## config.mk

```make
export PLATFORM = sky130hd
export DESIGN_NAME = amp_power_sequencer_flat
export DESIGN_NICKNAME = d
export VERILOG_FILES = /design/src/rtl/amp_power_sequencer_if.sv /design/src/rtl/amp_power_sequencer.sv /design/src/flat_wrapper.sv
export SDC_FILE = /design/constraint.sdc
export NUM_CORES = 1
export LEC_CHECK = 0
export ABC_CLOCK_PERIOD_IN_PS = 2380
export CAP_MARGIN = 20
export CORE_ASPECT_RATIO = 1.2
export CORE_UTILIZATION = 50
export DETAILED_ROUTE_END_ITERATION = 8
export PLACE_DENSITY = 0.73
export RECOVER_POWER = 100
export SYNTH_ARGS = -nofsm -noshare
export SYNTH_HDL_FRONTEND = slang
export SYNTH_SLANG_ARGS = --single-unit
```

## constraint.sdc

```tcl
create_clock -name clk_in -period 2.38 [get_ports clk_in]
set_clock_uncertainty 0.15 [all_clocks]
set_input_delay 0.357 -clock clk_in [delete_from_list [all_inputs] [get_ports clk_in]]
set_output_delay 0.357 -clock clk_in [all_outputs]
set_load 0.005 [all_outputs]
```

## src/rtl/amp_power_sequencer_if.sv

```systemverilog
// Status and control bundle between the S/PDIF side of the top level and the amplifier
// power sequencer.
interface amp_power_sequencer_if;
    logic       audio_locked;
    logic       mute_req;
    logic       force_off;
    logic       amp_fault_n;
    logic       nenable_out;
    logic       nmute_out;
    logic [2:0] state_o;

    modport master (
        output audio_locked,
        output mute_req,
        output force_off,
        output amp_fault_n,
        input  nenable_out,
        input  nmute_out,
        input  state_o
    );

    modport slave (
        input  audio_locked,
        input  mute_req,
        input  force_off,
        input  amp_fault_n,
        output nenable_out,
        output nmute_out,
        output state_o
    );
endinterface

```

## src/rtl/amp_power_sequencer.sv

```systemverilog
// Click-free amplifier enable/mute sequencer: enable -> settle -> unmute, mute -> ramp -> disable.
// Define AMP_FAULT_EN to act on amp_fault_n (FAULT state with retry timer).
module amp_power_sequencer #(
    parameter int unsigned LOCK_DEBOUNCE_CYC = 1024,
    parameter int unsigned ENABLE_SETTLE_CYC = 65536,
    parameter int unsigned MUTE_RAMP_CYC     = 32768,
    parameter int unsigned FAULT_RETRY_CYC   = 1048576,
    parameter int unsigned CNT_W             = 21
) (
    input logic                   clk_in,
    input logic                   resetb,
    amp_power_sequencer_if.slave  amp
);

    typedef enum logic [2:0] {
        StOff      = 3'd0,
        StEnable   = 3'd1,
        StPlay     = 3'd2,
        StHold     = 3'd3,
        StMuteDown = 3'd4,
        StFault    = 3'd5
    } state_e;

    localparam logic [CNT_W-1:0] LOCK_TERM   = CNT_W'(LOCK_DEBOUNCE_CYC - 1);
    localparam logic [CNT_W-1:0] SETTLE_TERM = CNT_W'(ENABLE_SETTLE_CYC - 1);
    localparam logic [CNT_W-1:0] RAMP_TERM   = CNT_W'(MUTE_RAMP_CYC - 1);
    localparam logic [CNT_W-1:0] RETRY_TERM  = CNT_W'(FAULT_RETRY_CYC - 1);

    state_e           state_q, state_d;
    logic [CNT_W-1:0] cnt_q, cnt_d;
    logic             nenable_q, nenable_d;
    logic             nmute_q, nmute_d;
    logic [CNT_W-1:0] term;
    logic             done;
    logic             shutdown;
    logic             fault_hit;

`ifdef AMP_FAULT_EN
    // Only an enabled amplifier can report a meaningful fault.
    assign fault_hit = !amp.amp_fault_n && !nenable_q;
`else
    logic unused_amp_fault_n;
    assign unused_amp_fault_n = amp.amp_fault_n;
    assign fault_hit          = 1'b0;
`endif

    assign shutdown = amp.force_off || !amp.audio_locked;

    always_comb begin
        term = LOCK_TERM;
        case (state_q)
            StEnable:   term = SETTLE_TERM;
            StMuteDown: term = RAMP_TERM;
            StFault:    term = RETRY_TERM;
            default:    term = LOCK_TERM;
        endcase
    end

    assign done = (cnt_q == term);

    always_comb begin
        state_d = state_q;
        cnt_d   = done ? cnt_q : cnt_q + CNT_W'(1);

        case (state_q)
            StOff: begin
                if (shutdown) begin
                    cnt_d = '0;
                end else if (done) begin
                    state_d = StEnable;
                end
            end
            StEnable: begin
                if (shutdown) begin
                    state_d = StOff;
                end else if (done) begin
                    state_d = amp.mute_req ? StHold : StPlay;
                end
            end
            StPlay: begin
                if (shutdown) begin
                    state_d = StMuteDown;
                end else if (amp.mute_req) begin
                    state_d = StHold;
                end
            end
            StHold: begin
                if (shutdown) begin
                    state_d = StMuteDown;
                end else if (!amp.mute_req) begin
                    state_d = StPlay;
                end
            end
            StMuteDown: begin
                if (done) begin
                    state_d = StOff;
                end
            end
`ifdef AMP_FAULT_EN
            StFault: begin
                if (done) begin
                    if (!amp.amp_fault_n) begin
                        cnt_d = '0;
                    end else begin
                        state_d = StOff;
                    end
                end
            end
`endif
            default: state_d = StOff;
        endcase

        if (fault_hit) begin
            state_d = StFault;
        end

        if (state_d != state_q) begin
            cnt_d = '0;
        end

        nenable_d = !(state_d inside {StEnable, StPlay, StHold, StMuteDown});
        nmute_d   = (state_d == StPlay);
    end

    always_ff @(posedge clk_in or negedge resetb) begin
        if (!resetb) begin
            state_q   <= StOff;
            cnt_q     <= '0;
            nenable_q <= 1'b1;
            nmute_q   <= 1'b0;
        end else begin
            state_q   <= state_d;
            cnt_q     <= cnt_d;
            nenable_q <= nenable_d;
            nmute_q   <= nmute_d;
        end
    end

    assign amp.nenable_out = nenable_q;
    assign amp.nmute_out   = nmute_q;
    assign amp.state_o     = state_q;

endmodule

```

## src/flat_wrapper.sv

```systemverilog
// flat-port wrapper written by rule: the top's interface ports become plain ports
module amp_power_sequencer_flat 
#(
    parameter int unsigned LOCK_DEBOUNCE_CYC = 1024,
    parameter int unsigned ENABLE_SETTLE_CYC = 65536,
    parameter int unsigned MUTE_RAMP_CYC     = 32768,
    parameter int unsigned FAULT_RETRY_CYC   = 1048576,
    parameter int unsigned CNT_W             = 21
)
  (clk_in, resetb, amp_audio_locked, amp_mute_req, amp_force_off, amp_amp_fault_n, amp_nenable_out, amp_nmute_out, amp_state_o);
  amp_power_sequencer_if amp_i ();
  input logic clk_in;
  input logic resetb;
  input wire logic [$bits(amp_i.audio_locked)-1:0] amp_audio_locked;
  input wire logic [$bits(amp_i.mute_req)-1:0] amp_mute_req;
  input wire logic [$bits(amp_i.force_off)-1:0] amp_force_off;
  input wire logic [$bits(amp_i.amp_fault_n)-1:0] amp_amp_fault_n;
  output wire logic [$bits(amp_i.nenable_out)-1:0] amp_nenable_out;
  output wire logic [$bits(amp_i.nmute_out)-1:0] amp_nmute_out;
  output wire logic [$bits(amp_i.state_o)-1:0] amp_state_o;
  assign amp_i.audio_locked = amp_audio_locked;
  assign amp_i.mute_req = amp_mute_req;
  assign amp_i.force_off = amp_force_off;
  assign amp_i.amp_fault_n = amp_amp_fault_n;
  assign amp_nenable_out = amp_i.nenable_out;
  assign amp_nmute_out = amp_i.nmute_out;
  assign amp_state_o = amp_i.state_o;
  amp_power_sequencer #(.LOCK_DEBOUNCE_CYC(LOCK_DEBOUNCE_CYC), .ENABLE_SETTLE_CYC(ENABLE_SETTLE_CYC), .MUTE_RAMP_CYC(MUTE_RAMP_CYC), .FAULT_RETRY_CYC(FAULT_RETRY_CYC), .CNT_W(CNT_W)) u_core (.clk_in(clk_in), .resetb(resetb), .amp(amp_i));
endmodule
```

==> metrics.md <==
| Metric | Value |
|---|---|
| Status | `finished with violations` |
| Failing checks | `negative setup slack` |
| Pwr Total | `0.878 mW` |
| IO Port Bufs | `9` |
| Rows | `20` |
| Crit path kind | `flop to flop` |
| Fraction of synthesized area in multiplexers | `1.42%` |
| Final instance area | `1820 um^2` |
| Crit path DAT | `2.63 ns` |
| Syn nets | `156` |
| Via count | `1200` |
| TritonRoute pass-1 iters | `4` |
| Register area share after synthesis | `46.2%` |
| Initial Util | `54.2%` |
| Number of global-route vias before repair | `1215` |
| Clock sink count | `26` |
| Routed len/inst | `14.8 um` |
| Dpl hpwl | `2130 um` |
| RSZ-0062 raised after global routing | `yes` |
| DRC viols | `0` |
| Synth Flop Type | `dfrtp_1` |
| Diodes inserted | `0` |
| 1st-iter DRT viols | `38` |
| Worst-path cell chain | `or4_4 > or3_4 > a2111oi_4 > buf_4 > nand3b_1 > nand2_2 > buf_6 > a21oi_1` |
| Hold Path Class | `flop to flop` |
| Most frequent cells in the layout | `25 x dfrtp_1, 14 x buf_4, 12 x nor2_1, 9 x nand2_1, 8 x xnor2_1` |
| Mapped Area | `1410 um^2` |
| Layout cells sized above 1 | `28.1%` |
| MaxCap Viol Count | `0` |
| Root Driver | `clkbuf_4` |
| FFs w/ async S/R, synth | `100%` |
| Final Cycle Share | `107%` |
| Startpoint Class | `flop` |
| CTS tree | `done` |
| Clock-pin slew on the worst setup and hold paths | `0.15 ns` |
| Adder-cell share of the synthesized area | `0.887%` |
| Pins Over Slew Limit | `0` |
| Worst path required time | `2.46 ns` |
| H-tree levels | `1` |
| Largest family of logic cells by synthesized area | `simple AND/OR/NAND/NOR gates` |
| Maximum VDD drop | `0.445 mV` |
| Gr usage total | `23.3%` |
| Post-synth cell types | `39` |
| Crit path max fanout | `6` |
| Slew HR | `6.67%` |
| Clk_lat worst skew | `0.33 ns` |
| Avg Inst Size Synth | `9.46 um^2` |
| CORE AREA | `2600 um^2` |
| Setup Viol. Count Final | `26` |
| Die area | `3040 um^2` |
| Tightest Pin Transition | `1.40 ns` |
| Gr ovfl total | `0` |
| CTS max path bufs | `2` |
| Worst path top cell family by delay | `simple AND/OR/NAND/NOR gates` |
| Critical Path End Type | `flop` |
| Final GP Congestion | `0.775` |
| Critical path's slowest cell | `or4_4` |
| Setup ws final | `-0.169 ns` |
| Worst Path Buf+Inv | `2` |
| Pwr Density | `481 nW/um^2` |
| Simple-gate portion of the synthesized area | `24.9%` |
| Max Freq | `392 MHz` |
| Complex-gate fraction of the synthesized area | `15.4%` |
| Area growth from synthesis to layout | `29.4%` |
| Ys Warns | `0` |
| Die width | `50.5 um` |
| WHS | `0.431 ns` |
| #FFs+latches synth | `26` |
| Final core occ | `70.1%` |
| Die Y | `60.2 um` |
| Commonest non-fill, non-tap cell in the layout | `dfrtp_1` |
| Static leakage | `0.727 nW` |
| Setup TNS Final | `-3.49 ns` |
| Initial antenna violation count | `0` |
| Area after DPL | `1660 um^2` |
| Final Hold Fails | `0` |
| IO Count | `11` |
| Post-synthesis xor/xnor area fraction | `7.45%` |
| Min Tclk post-route | `2.55 ns` |
| Post-synth EDFFs | `0` |
| WL final | `3120 um` |
| Final #Nets | `186` |
| Mapped Cells | `149` |
| Hold Buf Count CTS | `0` |
| Largest net degree at the start of global routing | `27` |
| Crit path largest cell delay | `0.51 ns` |
| Routed Antenna Nets | `0` |
| First-pass GRT wire length | `5300 um` |
| Vias/cell | `5.69` |
| CTS buffer count | `3` |
==> synth_stat cells, drive strengths merged (4+ instances only) <==
library cell / n / area share (%)
nand2: 10 / 2.7
nor2: 18 / 4.8
nor3: 4 / 1.4
buf: 4 / 1.9
or3: 8 / 3.5
a21oi: 11 / 3.9
nand3: 5 / 1.8
xnor2: 9 / 5.6
dfrtp: 25 / 44
o21ai: 6 / 2.1
inv: 4 / 1.1
==> worst min-delay path, stage by stage (launching register included) <==
cell and delay [ns]:
dfrtp_1 0.40, mux2i_1 0.08, nor2_1 0.08
==> metal layers <==
metal | vias to the layer above | global-route usage [%] | part of all wire (%)
met5 | - | 0 | 0
met2 | 23 | 42.5 | 52
met1 | 587 | 27.6 | 44
met3 | 5 | 2.80 | 2.4
li1 | 585 | - | -
met4 | 0 | 9.92 | 1.5
==> per-stage QoR <==
stage,instances,setup slack (ns)
floorplan,149,-0.0490
global placement,203,-0.177
detailed placement,203,-0.258
CTS,210,-0.201
global route,211,-0.232
finish,211,-0.169
==> power breakdown <==
part	internal [mW]	total, mW	leakage (nW)	switching (mW)
clock	0.170	0.306	0.0279	0.136
combinational	0.0529	0.113	0.342	0.0597
sequential	0.452	0.459	0.357	0.00677
==> repair_timing <==
action	4_1_cts	5_1_grt
endpoints found under the setup margin	26	26
hold endpoints to repair	0	0
pin swaps	10	4
buffers inserted	1	2
gates resized for setup	13	13
cloned	2	0
==> cells by family after synthesis <==
group	Yosys count
simple gates	67
compound gates	30
flops	26
xor+xnor	12
buf+inv	11
mux	2
fa+ha+maj	1
==> sequential cells by signal (all words and copies together), names as in the netlist <==
| signal | flops |
|---|---|
| u_core.cnt_q | 21 |
| u_core.amp.nenable_out | 1 |
| u_core.amp.state_o | 3 |
| u_core.amp.nmute_out | 1 |
==> final timing paths <==
check	start	to	slack [ns]	depth (start not counted)
max in group asynchronous	resetb	u_core.cnt_q[20]$_DFF_PN0_	0.55	2
min reg2reg	u_core.cnt_q[1]$_DFF_PN0_	u_core.cnt_q[1]$_DFF_PN0_	0.43	2
max reg2reg	u_core.cnt_q[11]$_DFF_PN0_	u_core.cnt_q[15]$_DFF_PN0_	-0.17	8
min	u_core.cnt_q[1]$_DFF_PN0_	u_core.cnt_q[1]$_DFF_PN0_	0.43	2
min in group asynchronous	resetb	u_core.cnt_q[2]$_DFF_PN0_	0.71	2
max	u_core.cnt_q[11]$_DFF_PN0_	u_core.cnt_q[15]$_DFF_PN0_	-0.17	8
==> final cells by class <==
class	count	area, um^2
timing repair buffer	32	274
multi-input combinational	112	790
clock buffer	3	22.5
inverter	4	15.0
clock inverter	1	30.0
tap	33	41.3
sequential	26	652
fill	192	778
No activity file was read; power rests on OpenSTA's default activity.
